**config.mk**
```make
export PLATFORM = sky130hd
export DESIGN_NAME = gearbox_unpacking_flat
export DESIGN_NICKNAME = d
export VERILOG_FILES = /design/src/rtl/gearbox_unpacking_if.sv /design/src/rtl/gearbox_unpacking.sv /design/src/flat_wrapper.sv
export SDC_FILE = /design/constraint.sdc
export NUM_CORES = 1
export LEC_CHECK = 0
export CORE_MARGIN = 2
export CORE_UTILIZATION = 52
export CTS_CLUSTER_SIZE = 16
export DETAILED_ROUTE_END_ITERATION = 8
export HOLD_SLACK_MARGIN = 0.02
export PLACE_DENSITY = 0.93
export SLEW_MARGIN = 10
export SYNTH_ARGS = -nofsm -noshare
export SYNTH_HDL_FRONTEND = slang
export SYNTH_SLANG_ARGS = --single-unit
export TNS_END_PERCENT = 100
```
**constraint.sdc**
```tcl
create_clock -name aclk -period 5.1 [get_ports aclk]
set_input_delay 0.765 -clock aclk [delete_from_list [all_inputs] [get_ports aclk]]
set_output_delay 0.765 -clock aclk [all_outputs]
set_load 0.01 [all_outputs]
```
**src/rtl/gearbox_unpacking_if.sv**
```systemverilog
// gearbox_unpacking_if
//   Bus bundle for the n-byte to 1-byte unpacking gearbox.
//   Input stream : in_tdata[n*8], in_tkeep[n], in_tlast, in_tvalid, in_tready
//   Output stream: out_tdata[8], out_tlast, out_tvalid, out_tready
//   Status       : err_empty_last (pulse on accepted empty tlast word)
//   master = upstream/downstream environment, slave = gearbox.
interface gearbox_unpacking_if #(
    parameter int n = 5
);
    localparam int nb = n * 8;

    logic [nb-1:0] in_tdata;
    logic [n-1:0]  in_tkeep;
    logic          in_tlast;
    logic          in_tvalid;
    logic          in_tready;
    logic [7:0]    out_tdata;
    logic          out_tlast;
    logic          out_tvalid;
    logic          out_tready;
    logic          err_empty_last;

    modport master (
        output in_tdata, in_tkeep, in_tlast, in_tvalid, out_tready,
        input  in_tready, out_tdata, out_tlast, out_tvalid, err_empty_last
    );

    modport slave (
        input  in_tdata, in_tkeep, in_tlast, in_tvalid, out_tready,
        output in_tready, out_tdata, out_tlast, out_tvalid, err_empty_last
    );
endinterface

```
**src/rtl/gearbox_unpacking.sv**
```systemverilog
// gearbox_unpacking
//   Serializes n-byte AXI-Stream words into a 1-byte AXI-Stream. Lanes are
//   walked LSB-first, lanes with tkeep = 0 are skipped, and tlast is moved to
//   the last kept byte of the word. One word is held at a time; the next word
//   loads on the same cycle the last byte of the current one is taken, so the
//   output sustains one byte per cycle.
//   Ports:
//     aclk    - clock, rising edge
//     aresetn - asynchronous active-low reset
//     bus     - gearbox_unpacking_if.slave (input word stream, output byte
//               stream, err_empty_last pulse)
module gearbox_unpacking #(
    parameter int n = 5
) (
    input  logic                 aclk,
    input  logic                 aresetn,
    gearbox_unpacking_if.slave   bus
);
    localparam int nb = n * 8;

    logic [nb-1:0] r_data;
    logic [n-1:0]  r_keep;   // lanes still to be emitted
    logic          r_last;
    logic          r_err;

    logic [n-1:0]  w_keep_rest;
    logic          w_empty;
    logic          w_one;
    logic          w_fire;
    logic          w_accept;
    logic [7:0]    w_byte;

    // Clearing the lowest set bit gives both the post-fire lane mask and the
    // single-bit test (nothing left after it means exactly one bit was set).
    assign w_keep_rest = r_keep & (r_keep - n'(1));
    assign w_empty     = (r_keep == '0);
    assign w_one       = !w_empty && (w_keep_rest == '0);
    assign w_fire      = !w_empty && bus.out_tready;

    assign bus.in_tready = w_empty || (bus.out_tready && w_one);
    assign w_accept      = bus.in_tvalid && bus.in_tready;

    // Priority select of the lowest kept lane; scanning downward lets the
    // lowest match overwrite higher ones.
    always_comb begin
        w_byte = '0;
        for (int unsigned k = n; k > 0; k--) begin
            if (r_keep[k-1]) begin
                w_byte = r_data[8*(k-1) +: 8];
            end
        end
    end

    assign bus.out_tdata      = w_byte;
    assign bus.out_tvalid     = !w_empty;
    assign bus.out_tlast      = r_last && w_one;
    assign bus.err_empty_last = r_err;

    always_ff @(posedge aclk or negedge aresetn) begin
        if (!aresetn) begin
            r_data <= '0;
            r_keep <= '0;
            r_last <= 1'b0;
            r_err  <= 1'b0;
        end else begin
            r_err <= w_accept && bus.in_tlast && (bus.in_tkeep == '0);
            // A load takes priority over the lane clear: the final byte of the
            // held word fires on the same edge the next word is captured.
            if (w_accept) begin
                r_data <= bus.in_tdata;
                r_keep <= bus.in_tkeep;
                r_last <= bus.in_tlast;
            end else if (w_fire) begin
                r_keep <= w_keep_rest;
            end
        end
    end
endmodule
```
**src/flat_wrapper.sv**
```systemverilog
// flat-port wrapper written by rule: the top's interface ports become plain ports
module gearbox_unpacking_flat 
#(
    parameter int n = 5
)
  (aclk, aresetn, bus_in_tdata, bus_in_tkeep, bus_in_tlast, bus_in_tvalid, bus_out_tready, bus_in_tready, bus_out_tdata, bus_out_tlast, bus_out_tvalid, bus_err_empty_last);
  gearbox_unpacking_if #(.n(n)) bus_i ();
  input  logic aclk;
  input  logic aresetn;
  input wire logic [$bits(bus_i.in_tdata)-1:0] bus_in_tdata;
  input wire logic [$bits(bus_i.in_tkeep)-1:0] bus_in_tkeep;
  input wire logic [$bits(bus_i.in_tlast)-1:0] bus_in_tlast;
  input wire logic [$bits(bus_i.in_tvalid)-1:0] bus_in_tvalid;
  input wire logic [$bits(bus_i.out_tready)-1:0] bus_out_tready;
  output wire logic [$bits(bus_i.in_tready)-1:0] bus_in_tready;
  output wire logic [$bits(bus_i.out_tdata)-1:0] bus_out_tdata;
  output wire logic [$bits(bus_i.out_tlast)-1:0] bus_out_tlast;
  output wire logic [$bits(bus_i.out_tvalid)-1:0] bus_out_tvalid;
  output wire logic [$bits(bus_i.err_empty_last)-1:0] bus_err_empty_last;
  assign bus_i.in_tdata = bus_in_tdata;
  assign bus_i.in_tkeep = bus_in_tkeep;
  assign bus_i.in_tlast = bus_in_tlast;
  assign bus_i.in_tvalid = bus_in_tvalid;
  assign bus_i.out_tready = bus_out_tready;
  assign bus_in_tready = bus_i.in_tready;
  assign bus_out_tdata = bus_i.out_tdata;
  assign bus_out_tlast = bus_i.out_tlast;
  assign bus_out_tvalid = bus_i.out_tvalid;
  assign bus_err_empty_last = bus_i.err_empty_last;
  gearbox_unpacking #(.n(n)) u_core (.aclk(aclk), .aresetn(aresetn), .bus(bus_i));
endmodule
```
==> summary.md <==
| Metric | Value |
|---|---|
| First-pass GRT wire length | 8.45 mm |
| First drt pass iteration count | 5 |
| CP Capture Type | primary output |
| Leakage power | 1.32 nW |
| Slowest CP cell | clkdlybuf4s50_1 |
| Largest stage delay on the critical path | 550 ps |
| Initial Util | 0.536 |
| Synth Cell Area | 2320 um2 |
| DR DRC count | 0 |
| Vias per inst | 5.64 |
| Warnings from Yosys | 0 |
| CP Cell Sequence | clkdlybuf4s50_1, or4b_4, o311ai_1, o21ai_0, o21ai_0, clkdlybuf4s50_1 |
| Overall die area | 5000 um2 |
| Actual slew at the worst max-slew pin | 1020 ps |
| CP delay by family, top | buffers and inverters |
| CTS tree | built |
| Routability cong. | 0.776 |
| Clock root cell | clkbuf_8 |
| PostCTS Resize Cnt | 0 |
| RSZ-0062 raised after global routing | false |
| CP Class | in -> out |
| # hold bufs at CTS | 0 |
| Core ar. | 4320 um2 |
| Syn Inst Count | 174 |
| Ant diodes | 0 |
| EDFF count, synth | 0 |
| Std-Cell Rows | 24 |
| Post-synth top area share | 0.508 |
| Crit-path max FO | 4 |
| Chip Height | 70.7 um |
| Synth async-reset ratio | 1.00 |
| Post-synthesis sequential area ratio | 0.508 |
| VDD IR-drop max | 0.313 mV |
| Final slew viol count | 0 |
| Setup TNS | 0 ps |
| Slew Limit Headroom | 0.318 |
| Cell area power density | 666 nW/um2 |
| Clk pin slew, worst setup/hold paths | 80 ps |
| # Post-CTS Setup Buffers | 0 |
| Final period util | 0.688 |
| Final nets | 280 |
| Inserted Clock Buffers | 5 |
| Placed cell areas | 2920 um2 |
| DRT iter0 DRCs | 151 |
| Status | finished clean |
| Synthesized area per cell | 13.3 um2 |
| H-tree depth | 2 |
| Via count | 1596 |
| WL per Instance | 18.0 um |
| WL final | 5.10 mm |
| Tot Pwr | 2.03 mW |
| Final antenna-violating net count | 0 |
| Post-Synthesis Net Count | 224 |
| Final setup violation count | 0 |
| Synth area leaders | dfrtp_1 51%, mux2_4 16%, mux2_2 8.3% |
| Overall Global Routing Usage | 0.219 |
| Top_reg_cell synth | dfrtp_1 |
| Minimum clock period | 3510 ps |
| WP data required | 4340 ps |
| Worst hold path class | reg -> reg |
| # Max-Cap Violations | 0 |
| Crit path DAT | 2740 ps |
| Layout Skew | 5.66 ps |
| Largest net degree at the start of global routing | 48 |
| Setup WS post-layout | 1590 ps |
| Final Util | 0.707 |
| Number of synthesized register bits | 47 |
| Yosys top cell by area | dfrtp_1 |
| Io pins | 62 |
| Synth cell types | 30 |
| WP buf/inv | 2 |
| Max Clk Rate | 0.285 GHz |
| Crit start category | input pin |
| Initial antenna violation count | 0 |
| Share of cells above drive strength 1 | 0.247 |
| Final Instance Area | 3060 um2 |
| Area growth from synthesis to final layout | 32.0% |
| Grt ovf | 0 |
| Clk_lat worst skew | 300 ps |
| DPL Wire Length | 3.70 mm |
| Final Hold Fails | 0 |
| Place WS | 1600 ps |
| Buffers added on ports | 61 |
| Vias in the first global route | 1651 |
| Clock sink count | 47 |
| Die X-Extent | 70.7 um |
| Clk buf depth | 2 |
-- area by class of cell --
type / instances / area (um2)
Sequential cell: 47 / 1180
Inverter: 6 / 22.5
Clock inverter: 2 / 60.1
Timing Repair Buffer: 62 / 613
Multi-Input combinational cell: 108 / 1050
Clock buffer: 6 / 72.6
Tap cell: 52 / 65.1
Fill cell: 339 / 1270
-- state kept, by name, summed over array words and instances, names as in the netlist --
name	cells
u_core.bus.err_empty_last	1
u_core.r_data	40
u_core.r_keep	5
u_core.r_last	1
-- cells in the final DEF (no fill, tap or decap), types with 2 or more instances in the layout --
cell	netlist	layout
nor2_1	3	3
nor2b_1	10	10
inv_1	6	6
a221oi_1	8	8
a221o_1	8	8
nor3_1	9	9
clkdlybuf4s50_1	0	60
bufinv_16	0	2
clkbuf_8	0	5
o21ai_0	8	8
o31ai_1	2	2
or2_2	3	3
mux2_2	17	17
nand2_1	2	2
dfrtp_1	47	47
mux2_4	24	24
-- synth_stat cells, drive strengths merged (2+ instances only) --
cell type and instances:
dfrtp 47, buf 6, nor2 3, o31ai 2
inv 6, or4b 2, nor3 9, o21ai 8
clkbuf 7, mux2 41, nor2b 10, o311ai 2
a221oi 8, or2 3, a221o 8, nand2 2
-- metal layers --
layer  up-vias  part of all wire  track usage
met2        44              0.53        0.370
met1       791              0.41        0.287
met3         8             0.042       0.0513
met5         -                 0            0
met4         0             0.013       0.0566
li1        753                 -            -
-- worst paths after layout --
check | startpoint | end | slack, ps | depth (start not counted)
worst min register to register | u_core.r_data[31]$_DFFE_PN0P_ | u_core.r_data[31]$_DFFE_PN0P_ | 510 | 1
worst max-delay path | bus_out_tready | bus_in_tready | 1590 | 6
worst max register to register | u_core.r_keep[2]$_DFFE_PN0P_ | u_core.r_data[27]$_DFFE_PN0P_ | 2090 | 5
min in group asynchronous | aresetn | u_core.r_last$_DFFE_PN0P_ | 640 | 1
max in group asynchronous | aresetn | u_core.r_data[28]$_DFFE_PN0P_ | 3830 | 1
worst min-delay path | u_core.r_data[31]$_DFFE_PN0P_ | u_core.r_data[31]$_DFFE_PN0P_ | 510 | 1
-- metrics by stage --
step           hold WS, ps  cells
2_1_floorplan          469    174
3_3_place_gp           488    275
3_5_place_dp           496    275
4_1_cts                515    283
5_1_grt                530    283
6_report               514    283
-- cell families after synthesis --
group,Yosys count,share of synthesized area
AND/OR/NAND/NOR,34,0.0913
XOR/XNOR,1,0.00378
flip-flops,47,0.508
multiplexers,41,0.238
buffers and inverters,19,0.0448
AO/OA/AOI/OAI,32,0.114
-- report_power, final --
group	switching, mW	total [mW]	internal (mW)
Sequential	0.175	0.735	0.560
Combinational	0.374	0.982	0.608
Clock	0.122	0.318	0.196
Total	0.670	2.03	1.36
No activity file was read; power rests on OpenSTA's default activity.
